===== config.mk =====
export PLATFORM = sky130hd
export DESIGN_NAME = pipe_stage_buffer
export DESIGN_NICKNAME = d
export VERILOG_FILES = /design/src/rtl/pipe_stage_buffer.sv
export SDC_FILE = /design/constraint.sdc
export NUM_CORES = 1
export LEC_CHECK = 0
export BUFFER_PORTS_ARGS = -buffer_cell sky130_fd_sc_hd__buf_2
export CORE_ASPECT_RATIO = 0.9
export CORE_MARGIN = 8
export CORE_UTILIZATION = 49
export DETAILED_ROUTE_END_ITERATION = 12
export GPL_ROUTABILITY_DRIVEN = 1
export MAX_ROUTING_LAYER = met4
export PLACE_DENSITY = 0.77
export SETUP_SLACK_MARGIN = 0.2
export SYNTH_ARGS = -nofsm -noshare
export SYNTH_HDL_FRONTEND = slang
export SYNTH_SLANG_ARGS = --single-unit

===== constraint.sdc =====
create_clock -name clk -period 1.9 [get_ports clk]
set_clock_uncertainty 0.05 [all_clocks]
set_input_delay 0.19 -clock clk [delete_from_list [all_inputs] [get_ports clk]]
set_output_delay 0.19 -clock clk [all_outputs]
set_load 0.05 [all_outputs]

===== src/rtl/pipe_stage_buffer.sv =====
// Pipeline stage register with valid/ready handshake and a 2-entry skid buffer.
// in_ready is registered, so back-pressure never forms a combinational path across the stage.
module pipe_stage_buffer #(
  parameter int unsigned CTRL_W = 3,
  parameter int unsigned DATA_W = 132,
  parameter int unsigned CNT_W  = 16
) (
  input  logic              clk,
  input  logic              rst,
  input  logic              freeze,
  input  logic              flush,
  input  logic              in_valid,
  output logic              in_ready,
  input  logic [CTRL_W-1:0] in_ctrl,
  input  logic [DATA_W-1:0] in_data,
  output logic              out_valid,
  input  logic              out_ready,
  output logic [CTRL_W-1:0] out_ctrl,
  output logic [DATA_W-1:0] out_data,
  output logic [1:0]        occupancy,
  output logic [CNT_W-1:0]  stall_count
);

  typedef enum logic [1:0] {
    EMPTY = 2'd0,
    ONE   = 2'd1,
    FULL  = 2'd2
  } state_t;

  state_t             state;
  logic               main_valid;
  logic               skid_valid;
  logic [CTRL_W-1:0]  main_ctrl;
  logic [CTRL_W-1:0]  skid_ctrl;
  logic [DATA_W-1:0]  main_data;
  logic [DATA_W-1:0]  skid_data;
  logic [CNT_W-1:0]   stall_q;
  logic               accept_c;
  logic               release_c;

  // Handshake outputs: registered valids gated only by freeze and reset
  assign in_ready    = rst & ~skid_valid & ~freeze;
  assign out_valid   = main_valid & ~freeze;
  assign out_ctrl    = main_ctrl;
  assign out_data    = main_data;
  assign occupancy   = 2'(state);
  assign stall_count = stall_q;

  assign accept_c  = in_valid & in_ready;
  assign release_c = out_valid & out_ready;

  always_ff @(posedge clk or negedge rst) begin
    if (!rst) begin
      state      <= EMPTY;
      main_valid <= 1'b0;
      skid_valid <= 1'b0;
      main_ctrl  <= '0;
      skid_ctrl  <= '0;
      main_data  <= '0;
      skid_data  <= '0;
      stall_q    <= '0;
    end else if (flush) begin
      // Flush kills every held beat and drops any beat offered this cycle
      state      <= EMPTY;
      main_valid <= 1'b0;
      skid_valid <= 1'b0;
      main_ctrl  <= '0;
      skid_ctrl  <= '0;
    end else if (!freeze) begin
      if (main_valid && !out_ready && (stall_q != '1)) begin
        stall_q <= stall_q + CNT_W'(1);
      end
      unique case (state)
        EMPTY: begin
          if (accept_c) begin
            state      <= ONE;
            main_valid <= 1'b1;
            main_ctrl  <= in_ctrl;
            main_data  <= in_data;
          end
        end
        ONE: begin
          if (accept_c && release_c) begin
            main_ctrl <= in_ctrl;
            main_data <= in_data;
          end else if (accept_c) begin
            state      <= FULL;
            skid_valid <= 1'b1;
            skid_ctrl  <= in_ctrl;
            skid_data  <= in_data;
          end else if (release_c) begin
            state      <= EMPTY;
            main_valid <= 1'b0;
            main_ctrl  <= '0;
          end
        end
        FULL: begin
          // Skid beat moves up; skid control zeroed as it becomes a bubble
          if (release_c) begin
            state      <= ONE;
            skid_valid <= 1'b0;
            main_ctrl  <= skid_ctrl;
            main_data  <= skid_data;
            skid_ctrl  <= '0;
          end
        end
        default: begin
          state      <= EMPTY;
          main_valid <= 1'b0;
          skid_valid <= 1'b0;
          main_ctrl  <= '0;
          skid_ctrl  <= '0;
        end
      endcase
    end
  end

endmodule


==> flow_metrics.env <==
export IMPL_status="finished with violations"
export IMPL_violations="negative setup slack"
export IMPL_power_frac_comb=0.311
export IMPL_worstPathArrival_ps=2370
export IMPL_p_seq_frac=0.409
export IMPL_grt_max_degree=139
export IMPL_setup_violations=126
export IMPL_clk_pin_slew_worst_paths_ps=60
export IMPL_die_h_um=169.1
export IMPL_final_core_util=0.7127
export IMPL_start_util=0.4933
export IMPL_ff2ff_path_depth=6
export IMPL_endpoint="out_data[40]"
export IMPL_swShare=0.3595
export IMPL_via_count=9131
export IMPL_crit_start="main_valid"
export IMPL_critPathCaptureType="flip-flop"
export IMPL_grt_pass1_vias=10230
export IMPL_cap_violations=0
export IMPL_cts_made_buffers=30
export IMPL_synth_net_count=986
export IMPL_syn2layout_area_growth_pct=44.48
export IMPL_ys_seq_area_frac=0.5690
export IMPL_nFillCells=1574
export IMPL_hold_class="input port to flip-flop"
export IMPL_synth_async_reset_ratio=1.000
export IMPL_vdd_drop_max_mv=0.9625
export IMPL_power_switching_mw=7.037
export IMPL_r2r_end="out_data[40]"
export IMPL_antenna_found_initial=2
export IMPL_synth_distinct_cells=45
export IMPL_fin_nets=1489
export IMPL_crit_required_ps=2280
export IMPL_wl_per_cell_um=20.81
export IMPL_rsz0062_at_grt="true"
export IMPL_insertion_delay_ps=540
export IMPL_io_buffers=295
export IMPL_yosysTopAreaCellShare=0.5690
export IMPL_p_per_area_nw_per_um2=1062
export IMPL_cts_root_buffer="clkbuf_16"
export IMPL_synth_cells=844
export IMPL_drtIter0Drc=463
export IMPL_r2r_slack_ps=-90
export IMPL_post_place_cells=1501
export IMPL_p_int_mw=12.54
export IMPL_ys_ff_latch=290
export IMPL_synth_area_leaders="dfrtp_1 (57%), mux2_2 (34%), mux2_1 (2.2%), buf_2 (0.82%), buf_4 (0.59%)"
export IMPL_leakage_nw=8.790
export IMPL_via_per_inst=5.318
export IMPL_finalPower_mw=19.58
export IMPL_cts_sinks=290
export IMPL_worstPathMaxFanout=9
export IMPL_htree_levels=1
export IMPL_finalWirelength_um=35730
export IMPL_die_area_um2=31450
export IMPL_period_needed_ps=1991
export IMPL_period_share=1.048
export IMPL_slew_viol_final=0
export IMPL_synthFlopType="dfrtp_1"
export IMPL_ioPinCount=296
export IMPL_grt_overflow=0
export IMPL_clockPowerShare=0.280
export IMPL_synth_edff_count=0
export IMPL_grt_pass1_wl_um=55060
export IMPL_synth_avg_cell_area_um2=15.11
export IMPL_final_cells=1717
export IMPL_hold_viol=0
export IMPL_r2r_start="main_valid"
export IMPL_layout_drive_gt1_share=0.6262
export IMPL_syn_area_um2=12750
export IMPL_post_synth_top_area_cell="dfrtp_1"
export IMPL_post_dp_cell_area_um2=15280
export IMPL_rows=56
export IMPL_finish_instance_area_um2=18430
export IMPL_drc_errors=0
export IMPL_critical_path_class="flip-flop to flip-flop"
export IMPL_fp_dieW_um=186.1
export IMPL_grt_use_total=0.2220
export IMPL_clk_path_buf_depth=3
export IMPL_final_antenna_net_count=0
export IMPL_drt_first_pass_iters=4
export IMPL_cts_tree="yes"
export IMPL_critPathLaunchType="flip-flop"
export IMPL_relSlewSlack=0.3912
export IMPL_fin_ws_ps=-91.14
export IMPL_gp_congestion=0.7864
export IMPL_fmax_ghz=0.5022
export IMPL_tightest_slew_ps=910.3
export IMPL_core_um2=25850
export IMPL_yosysWarnings=0
export IMPL_place_hpwl_um=21290
sequential cells by signal, summed over array words and instances (netlist names):
name,cells
out_data,132
skid_data,132
stall_count,16
out_ctrl,3
skid_ctrl,3
occupancy,2
main_valid,1
skid_valid,1
timing repair:
action                                 4_1_cts  5_1_grt
pin swaps                                    9       19
hold buffers                               138        0
gates resized for setup                     90       58
gates cloned                                 1        1
setup endpoints to repair                  282      288
setup buffers                                6       16
endpoints found under the hold margin      292        0
power by group through the flow:
stage	sequential (mW)	clock (mW)	combinational, mW
after floorplan	10.6	0	1.24
after global placement	7.97	0	5.42
after detailed placement	8.01	0	5.53
after CTS	7.94	5.57	5.95
after global routing	8.13	5.82	6.37
final	8.00	5.48	6.10
cell families (layout without fill, tap and decap cells):
| logic type | count (synthesis) | in the layout | share of synthesized area |
|---|---|---|---|
| flip-flops | 290 | 290 | 0.5690 |
| buffers and inverters | 50 | 573 | 0.02090 |
| multiplexers | 409 | 409 | 0.3607 |
| AO/OA/AOI/OAI | 25 | 25 | 0.01383 |
| AND/OR/NAND/NOR | 61 | 61 | 0.02904 |
| adder cells (fa/ha/maj) | 1 | 1 | 0.0009809 |
| other | 0 | 2 | 0 |
| XOR/XNOR | 8 | 8 | 0.005494 |
synth_stat cells (2+ instances only):
cell / count
a21o_1: 3
a21oi_1: 5
a22o_1: 3
a22oi_1: 3
a31oi_1: 2
buf_2: 21
buf_4: 10
buf_6: 2
clkbuf_1: 13
dfrtp_1: 290
inv_1: 3
mux2_1: 25
mux2_2: 380
mux2i_1: 4
nand2_1: 10
nand2b_1: 5
nand3_1: 7
nand3b_1: 3
nand4_1: 6
nor2_1: 8
nor3_1: 4
nor3b_1: 2
nor4_1: 4
nor4b_1: 2
o21ai_0: 3
xor2_1: 7
area by class of cell:
class	count	area [um^2]	area share
timing repair buffer	518	3944	0.2140
inverter	3	15.01	0.0008148
clock buffer	47	875.8	0.04753
sequential	290	7278	0.3950
clock inverter	5	25.02	0.001358
tap	348	435.4	0.02363
multi-input combinational	504	5848	0.3174
antenna	2	5.005	0.0002716
layer usage:
metal | GRT usage | part of all wire
met1 | 0.2706 | 0.41
met2 | 0.3682 | 0.49
met3 | 0.04415 | 0.059
met4 | 0.07071 | 0.035
met5 | - | 0
stage by stage:
stage          setup TNS (ps)  setup slack [ps]  hold WS, ps
6_report                -5915            -91.14        67.03
5_1_grt                -21410            -158.7        87.78
4_1_cts                -87.82            -8.892        5.420
3_5_place_dp            -5744            -66.70        154.7
3_3_place_gp                0             21.13        154.1
2_1_floorplan          -20770            -191.8       -155.6
worst max-delay path: stages, from the launching register on:
cell and delay [ps]:
dfrtp_1 380, nand3b_1 190, nor4_2 370, a21o_4 190, buf_12 160, clkbuf_16 190, mux2_2 340
cell usage in the layout, fill, tap and decap left out, drive strengths merged, types with 4 or more instances in the layout:
cell type and n:
xor2 7, nor4 5, dfrtp 290, mux2i 4, nand2 10, clkbuf 49, nand3 7, mux2 405
dlygate4sd3 138, nor2 9, buf 378, a21oi 5, nor3 5, nand4 6, clkinv 5, nand2b 5
how the worst min path moves through the flow:
stage,startpoint,end,cells after the start
2_1_floorplan,rst,main_valid,0
3_3_place_gp,rst,skid_ctrl[2],2
3_5_place_dp,rst,main_valid,2
4_1_cts,flush,out_ctrl[2],3
5_1_grt,flush,out_ctrl[0],3
6_report,flush,out_ctrl[1],3
Power figures use the tool's default switching activity.
